===== config.mk =====
export PLATFORM = sky130hd
export DESIGN_NAME = wei_feed_ctrl
export DESIGN_NICKNAME = d
export VERILOG_FILES = /design/src/rtl/wei_feed_pkg.sv /design/src/rtl/wei_feed_drain_cnt.sv /design/src/rtl/wei_feed_ctrl.sv
export SDC_FILE = /design/constraint.sdc
export NUM_CORES = 1
export LEC_CHECK = 0
export ABC_AREA = 1
export CAP_MARGIN = 5
export CORE_UTILIZATION = 50
export DETAILED_ROUTE_END_ITERATION = 10
export GPL_TIMING_DRIVEN = 0
export HOLD_SLACK_MARGIN = 0.02
export PLACE_DENSITY = 0.74
export SETUP_SLACK_MARGIN = 0.5
export SYNTH_ARGS = -nofsm -noshare
export SYNTH_HDL_FRONTEND = slang
export SYNTH_HIERARCHICAL = 1
export SYNTH_SLANG_ARGS = --single-unit

===== constraint.sdc =====
create_clock -name i_clk -period 3.45 [get_ports i_clk]
set_input_delay 0.345 -clock i_clk [delete_from_list [all_inputs] [get_ports i_clk]]
set_output_delay 0.345 -clock i_clk [all_outputs]
set_load 0.01 [all_outputs]

===== src/rtl/wei_feed_pkg.sv =====
// Shared types and defaults for the weight-feed sequencing controller.
package wei_feed_pkg;

    typedef enum logic [2:0] {
        StIdle,
        StClear,
        StRun,
        StCswWait,
        StDrain,
        StDone
    } feed_state_e;

    localparam int unsigned PIPE_LAT_DEF = 2;

endpackage


===== src/rtl/wei_feed_drain_cnt.sv =====
// Drain down-counter: loads PIPE_LAT, decrements on enabled cycles and flags the final count.
module wei_feed_drain_cnt
    import wei_feed_pkg::*;
#(
    parameter int unsigned PIPE_LAT = PIPE_LAT_DEF
) (
    input  logic i_clk,
    input  logic i_rstn,
    input  logic i_load,
    input  logic i_en,
    output logic o_last
);

    localparam int unsigned CNT_W = $clog2(PIPE_LAT + 1);
    localparam logic [CNT_W-1:0] LOAD_VAL = CNT_W'(PIPE_LAT);
    localparam logic [CNT_W-1:0] CNT_ONE = CNT_W'(1);

    logic [CNT_W-1:0] cnt_q;

    always_ff @(posedge i_clk or negedge i_rstn) begin
        if (!i_rstn) begin
            cnt_q <= '0;
        end else if (i_load) begin
            cnt_q <= LOAD_VAL;
        end else if (i_en && (cnt_q != '0)) begin
            cnt_q <= cnt_q - CNT_ONE;
        end
    end

    // High while the next enabled cycle is the last one the pipeline needs.
    assign o_last = (cnt_q == CNT_ONE);

endmodule


===== src/rtl/wei_feed_ctrl.sv =====
// Weight-feed sequencing controller: clears, runs, context-switches and drains one weight tile.
// Defining WEI_FEED_CTRL_PERF_EN adds the o_stall_cycles stall counter.
module wei_feed_ctrl
    import wei_feed_pkg::*;
#(
    parameter int unsigned CTX_W    = 8,
    parameter int unsigned PIPE_LAT = PIPE_LAT_DEF
`ifdef WEI_FEED_CTRL_PERF_EN
    ,
    parameter int unsigned PERF_W   = 16
`endif
) (
    input  logic             i_clk,
    input  logic             i_rstn,
    input  logic             i_start,
    input  logic             i_stop,
    input  logic [CTX_W-1:0] i_ctx_total,
    input  logic [CTX_W-1:0] i_reps,
    input  logic             i_feed_rdy,
    input  logic             i_cswitch_ok,
    input  logic             i_idx_done,
    input  logic             i_idx_til_done,
    output logic             o_cnt_en,
    output logic             o_cnt_clear,
    output logic             o_cswitch,
    output logic             o_sram_rden,
    output logic             o_busy,
    output logic [CTX_W-1:0] o_ctx_idx,
    output logic             o_tile_done,
    output logic             o_err
`ifdef WEI_FEED_CTRL_PERF_EN
    ,
    output logic [PERF_W-1:0] o_stall_cycles
`endif
);

    localparam logic [CTX_W-1:0] CTX_ONE = CTX_W'(1);

    feed_state_e      state_q;
    logic [CTX_W-1:0] ctx_total_q;
    logic [CTX_W-1:0] reps_q;
    logic [CTX_W-1:0] ctx_idx_q;
    logic [CTX_W-1:0] rep_cnt_q;
    logic             err_q;
    logic             clr_q;

    logic ctx_last;
    logic cswitch;
    logic drain_load;
    logic drain_en;
    logic drain_last;

    assign ctx_last   = (ctx_idx_q == (ctx_total_q - CTX_ONE));
    assign cswitch    = (state_q == StRun) && (rep_cnt_q == (reps_q - CTX_ONE));
    assign drain_load = (state_q == StRun) && i_idx_til_done && !i_stop;
    assign drain_en   = (state_q == StDrain) && i_feed_rdy;

    wei_feed_drain_cnt #(
        .PIPE_LAT (PIPE_LAT)
    ) u_drain_cnt (
        .i_clk  (i_clk),
        .i_rstn (i_rstn),
        .i_load (drain_load),
        .i_en   (drain_en),
        .o_last (drain_last)
    );

    always_ff @(posedge i_clk or negedge i_rstn) begin
        if (!i_rstn) begin
            state_q     <= StIdle;
            ctx_total_q <= '0;
            reps_q      <= '0;
            ctx_idx_q   <= '0;
            rep_cnt_q   <= '0;
            err_q       <= 1'b0;
            clr_q       <= 1'b0;
        end else begin
            clr_q <= 1'b0;
            if (i_stop && (state_q != StIdle)) begin
                // Abort: leave counters and error untouched, just clear the datapath.
                state_q <= StIdle;
                clr_q   <= 1'b1;
            end else begin
                unique case (state_q)
                    StIdle: begin
                        if (i_start) begin
                            state_q     <= StClear;
                            ctx_total_q <= (i_ctx_total == '0) ? CTX_ONE : i_ctx_total;
                            reps_q      <= (i_reps == '0) ? CTX_ONE : i_reps;
                            ctx_idx_q   <= '0;
                            rep_cnt_q   <= '0;
                            err_q       <= 1'b0;
                            clr_q       <= 1'b1;
                        end
                    end
                    StClear: state_q <= StRun;
                    StRun: begin
                        if (i_idx_til_done) begin
                            if (!ctx_last) begin
                                err_q <= 1'b1;
                            end
                            state_q <= StDrain;
                        end else if (i_idx_done) begin
                            if (cswitch) begin
                                rep_cnt_q <= '0;
                                ctx_idx_q <= ctx_last ? '0 : ctx_idx_q + CTX_ONE;
                                if (!i_cswitch_ok) begin
                                    state_q <= StCswWait;
                                end
                            end else begin
                                rep_cnt_q <= rep_cnt_q + CTX_ONE;
                            end
                        end
                    end
                    StCswWait: begin
                        if (i_cswitch_ok) begin
                            state_q <= StRun;
                        end
                    end
                    StDrain: begin
                        if (drain_en && drain_last) begin
                            state_q <= StDone;
                        end
                    end
                    StDone:  state_q <= StIdle;
                    default: state_q <= StIdle;
                endcase
            end
        end
    end

    always_comb begin
        o_cnt_en    = 1'b0;
        o_sram_rden = 1'b0;
        unique case (state_q)
            StRun: begin
                o_cnt_en    = i_feed_rdy;
                o_sram_rden = i_feed_rdy;
            end
            StDrain: o_cnt_en = i_feed_rdy;
            default: begin
                o_cnt_en    = 1'b0;
                o_sram_rden = 1'b0;
            end
        endcase
    end

    assign o_cnt_clear = clr_q;
    assign o_cswitch   = cswitch;
    assign o_busy      = (state_q != StIdle);
    assign o_ctx_idx   = ctx_idx_q;
    assign o_tile_done = (state_q == StDone);
    assign o_err       = err_q;

`ifdef WEI_FEED_CTRL_PERF_EN
    localparam logic [PERF_W-1:0] PERF_ONE = PERF_W'(1);

    logic [PERF_W-1:0] stall_q;
    logic              stall_inc;

    assign stall_inc = (state_q == StCswWait) ||
                       (!i_feed_rdy && ((state_q == StRun) || (state_q == StDrain)));

    always_ff @(posedge i_clk or negedge i_rstn) begin
        if (!i_rstn) begin
            stall_q <= '0;
        end else if ((state_q == StIdle) && i_start) begin
            stall_q <= '0;
        end else if (stall_inc && (stall_q != {PERF_W{1'b1}})) begin
            stall_q <= stall_q + PERF_ONE;
        end
    end

    assign o_stall_cycles = stall_q;
`endif

endmodule

Yosys cells after proc, flatten, opt, wreduce, memory -nomap -nowiden

Cells that the tools add are included.

Input bits: 24
Output and inout bits: 15
Register bits: 39
Logic and storage cells: 87

Reductions and logical operators: 21
Bitwise logic cells: 1
Mux-type cells: 32
Add/sub/neg operators: 5
Equality and inequality tests: 20

Operators by type and width:

| cell                                                | number |
|---|---|
| 2-to-1 mux 8 bit                                    | 10 |
| case mux 8 bit (2 select lines)                     | 2 |
| 2-to-1 mux 3 bit                                    | 8 |
| adder 8 x 1 -> 8 bit, second input constant         | 2 |
| equality test 8 bit                                 | 2 |
| zero test 8 bit                                     | 2 |
| subtractor 8 x 1 -> 8 bit, second input constant    | 2 |
| case mux 3 bit (5 select lines)                     | 1 |
| != test 2 bit, second input constant                | 6 |
| != test 4 x 3 -> 1 bit, second input constant       | 3 |
| AND reduction 6 bit                                 | 2 |
| AND reduction 5 bit                                 | 2 |
| 2-to-1 mux 1 bit                                    | 8 |
| logical AND 1 bit                                   | 7 |
| equality test 3 x 2 -> 1 bit, second input constant | 2 |
| equality test 3 bit, second input constant          | 2 |
| != test 3 bit, second input constant                | 2 |
| nonzero test 2 bit                                  | 3 |
| 2-to-1 mux 2 bit                                    | 2 |
| equality test 3 x 1 -> 1 bit, second input constant | 1 |
| zero test 3 bit                                     | 1 |
| != test 3 x 1 -> 1 bit, second input constant       | 1 |
| AND reduction 3 bit                                 | 1 |
| nonzero test 3 bit                                  | 1 |
| 6 further kinds                                     | 6 |

Logic depth before layout (Yosys ltp)

Depth after elaboration: 8
Depth in mapped cells: 14
Depth with buffers taken out: 14

By module

Netlist, hierarchy kept.

By module, submodules not included:

| module             | seq. area each (µm²) | cells each | instances | area each (µm²) |
|---|---|---|---|---|
| wei_feed_ctrl      | 925.9                | 362        | 1         | 2,563.7 |
| wei_feed_drain_cnt | 50.0                 | 17         | 1         | 128.9 |

Worst setup path before layout

Ideal clock, no wire load.

Path kind: register to output
From: register reps_q[0]
To: output port o_cswitch
Path slack: 1.704 ns
Stages on the path, launching flop included: 12
Arrival time: 1.401 ns
Buffers on the path: 0
Data required time: 3.105 ns
Cells stage by stage: dfrtp_1 > inv_2 > ha_1 > inv_1 > nand2_1 > nand2_1 > nand2_1 > nor2_1 > nand3_1 > nor2_2 > nand2_4 > inv_1

Word-level cells in the longest chain between the ends: 3

RTL lines:

| element                   | line                | RTL |
|---|---|---|
| start: declaration        | wei_feed_ctrl.sv:41 | `logic [CTX_W-1:0] reps_q;` |
| start signal: assignment  | wei_feed_ctrl.sv:89 | `reps_q <= (i_reps == '0) ? CTX_ONE : i_reps;` |
| subtractor 8 x 1 -> 8 bit | wei_feed_ctrl.sv:54 | `assign cswitch = (state_q == StRun) && (rep_cnt_q == (reps_q - CTX_ONE));` |
| equality test 8 bit       | wei_feed_ctrl.sv:54 |  |
| logical AND 1 bit         | wei_feed_ctrl.sv:54 |  |
| end: declaration          | wei_feed_ctrl.sv:25 | `output logic o_cswitch,` |

No other way between the ends.

Final worst setup path

Same ends and word-level chain as after synthesis.

==> metrics.txt <==
Final Cycle Share 78.85%; Post-Syn Area 0.002693 mm²; initial DRC count 147; Syn Area/Cell 7.104 µm²; clock network fraction of design power 16.9%; CP dominant cell by count nand2_1; Post-Syn Nets 409; Ports 39; floorplan core area 0.005140 mm²; slowest CP cell clkdlybuf4s50_1; mux share of post-synthesis cell area 2.091%; delay-heaviest family, CP buffers and inverters; Gate power share 49.7%; fmax 367.6 MHz; fin nets 454; Final ANT Viol Nets 0; R2R Path Start ctx_total_q[0]; adder-cell share of the synthesized area 2.788%; pin count of the biggest net entering global routing 40; unrepaired setup endpoints after global routing no; Max Slew Vio Count 0; Worst Tran Pin Value 864.3 ps; data required time of the worst path 3110 ps; initial antenna violation count 0; share of cells above drive strength 1 11.76%; setup slack, reg-to-reg 1460 ps; via/cell ratio 5.012; synth unique cells 32; die height 75.39 µm; outcome complete, no violations; Initial Utilization 52.39%; number of port buffers 38; Gate Count Post-Synth 379; Clock Path Buffers 2; VDD IR-drop max 0.2886 mV; asr flop ratio synth 100.0%; max incr delay on CP 520 ps; Buf+Inv Stages, Crit Path 4; Pwr Density 710.1 mW/mm²; Synth area leader dfrtp_1; # clock sinks 39; post-synthesis compound-gate area fraction 8.411%; Internal Power 0.001273 W; arrival time at the worst endpoint 2380 ps; synth cell count leaders 107 x nand2_1, 50 x inv_1, 39 x dfrtp_1, 37 x nor2_1, 26 x nand3_1; vias in the first global route 2217; first-pass GRT wire length 9867 µm; Post-CTS Setup Inserts 0; Synth Area in XOR/XNOR 6.831%; number of max-cap violations 0; CTS clk-pin slew, worst paths 90 ps; first drt pass iteration count 5; CP Capture Type primary output; crit path cell chain inv_2, ha_1, inv_1, nand2_1, nand2_1, nand2_1, nor2_1, nand3_1, nor2_2, nand2_4, inv_1, clkdlybuf4s50_1; Layout Area Growth over Synthesis 21.47%; Cell Rows 26; Crit Path Class reg2out; NetSw 0.001049 W; routed len/inst 11.92 µm; Vias 2481; GR Util All Layers 22.88%; final WL 5902 µm; FF-to-FF End o_ctx_idx[0]; hold slack 142.4 ps; Min Clock Period, post-route 2720 ps; top-count cell post-synth nand2_1; CTS tree done; Simple-Gate Fraction of Synth Area 34.01%; worst skew pair latency 300 ps; Die X-Extent 75.39 µm; main combinational cell family by area after synthesis simple AND/OR/NAND/NOR gates; Pleak 1.654 nW; full die area 0.005683 mm²; hold buffer count at cts 0; sw frac 45.19%; top-area cell type share of the netlist area 36.25%; top cells by area, synth dfrtp_1 36%, nand2_1 15%, inv_1 7.0%; most used flip-flop cell after synthesis dfrtp_1; gpl congestion 0.8698; TNS Setup 0 ps; final setup vio count 0; clock tree root buffer cell clkbuf_8; CTS Buf Count 5; CP max FO 7; Reg power frac 33.4%; Final Hold Fails 0; hpwl dp 4459 µm; H-tree levels 2; CP startpoint kind flop; DR DRC count 0; HP Class in2async; relative max-transition margin 42.38%; diode count 0; Remaining Overflow, GRT 0; Post-CTS Resized 0; synthesis warning total 6; fraction of the yosys area taken by sequential cells 36.25%; R2R cell count 13; filler cell count 486; Post-synth EDFFs 0; Layout Skew 12.64 ps; Synth Register Bits 39
layout make-up:
cell class / count / area (µm²) / share of cell area [%]
clock inverters: 3 / 46.29 / 1.415
multi-input cells: 273 / 1458 / 44.57
clock buffers: 5 / 68.82 / 2.104
flip-flops and latches: 39 / 975.9 / 29.84
repair buffers: 38 / 375.4 / 11.48
plain buffers: 6 / 27.53 / 0.8416
well taps: 70 / 87.58 / 2.678
inverters: 61 / 231.5 / 7.077
logic make-up after synthesis:
logic type,after synthesis
muxes,5
xor gates and xnor gates,21
DFF,39
adders and majority gates,6
buffers and inverters,67
AOI/OAI and AO/OA,38
and+or+nand+nor,203
sequential cells by signal, summed over array words and instances, names as in the netlist:
signal / flops
ctx_total_q: 8
o_ctx_idx: 8
rep_cnt_q: 8
reps_q: 8
state_q: 3
u_drain_cnt/cnt_q: 2
o_cnt_clear: 1
o_err: 1
how the worst max path moves through the flow:
stage                          from      endpoint  slack (ps)  depth (start not counted)
after floorplan           reps_q[0]     o_cswitch        1700                         11
after global placement       i_rstn  o_ctx_idx[4]        1060                          1
after detailed placement  reps_q[0]     o_cswitch        1070                         12
after CTS                 reps_q[0]     o_cswitch         720                         12
after global routing      reps_q[0]     o_cswitch         560                         12
final                     reps_q[0]     o_cswitch         730                         12
worst reg2reg max path: cells and delay by family (launching register included):
kind                     cells  cell delay, ps
AND/OR/NAND/NOR             11            1100
flip-flops                   1             430
adder cells (fa/ha/maj)      1             230
buffers and inverters        1             110
routing by layer:
layer	wire length (µm)	share of wire (%)	global-route usage [%]
met1	2906	49	30.85
met2	2720	46	38.00
met3	193	3.3	3.571
met4	80	1.4	6.996
met5	0	0	0
power by group through the flow:
stage	combinational (W)	clock (W)	sequential [W]
floorplan	0.000866	0	0.000734
global placement	0.00112	0	0.000775
detailed placement	0.00115	0	0.000778
CTS	0.00116	0.000403	0.000773
global route	0.00134	0.000424	0.000795
finish	0.00115	0.000393	0.000775
per-stage QoR:
step / setup slack [ps] / cell area, µm² / power, W / std cells / util, %
3_5_place_dp: 1066 / 3156 / 0.001931 / 487 / 61.39
4_1_cts: 716.8 / 3271 / 0.002336 / 495 / 63.63
6_report: 729.8 / 3271 / 0.002322 / 495 / 63.63
5_1_grt: 563.2 / 3271 / 0.002555 / 495 / 63.63
3_3_place_gp: 1064 / 3161 / 0.001894 / 487 / 61.49
2_1_floorplan: 1704 / 2693 / 0.001600 / 379 / -
layout by cell type (no fill, tap or decap), types with 7 or more instances in the layout:
cell type / synthesis / final
inv_1: 50 / 50
o21ai_0: 21 / 21
nand2_1: 107 / 107
dfrtp_1: 39 / 39
xor2_1: 15 / 15
nor2_1: 37 / 37
clkdlybuf4s50_1: 0 / 37
nand3_1: 26 / 26
nand4_1: 7 / 7
inv_2: 9 / 9
(Power assumes the default switching activity.)
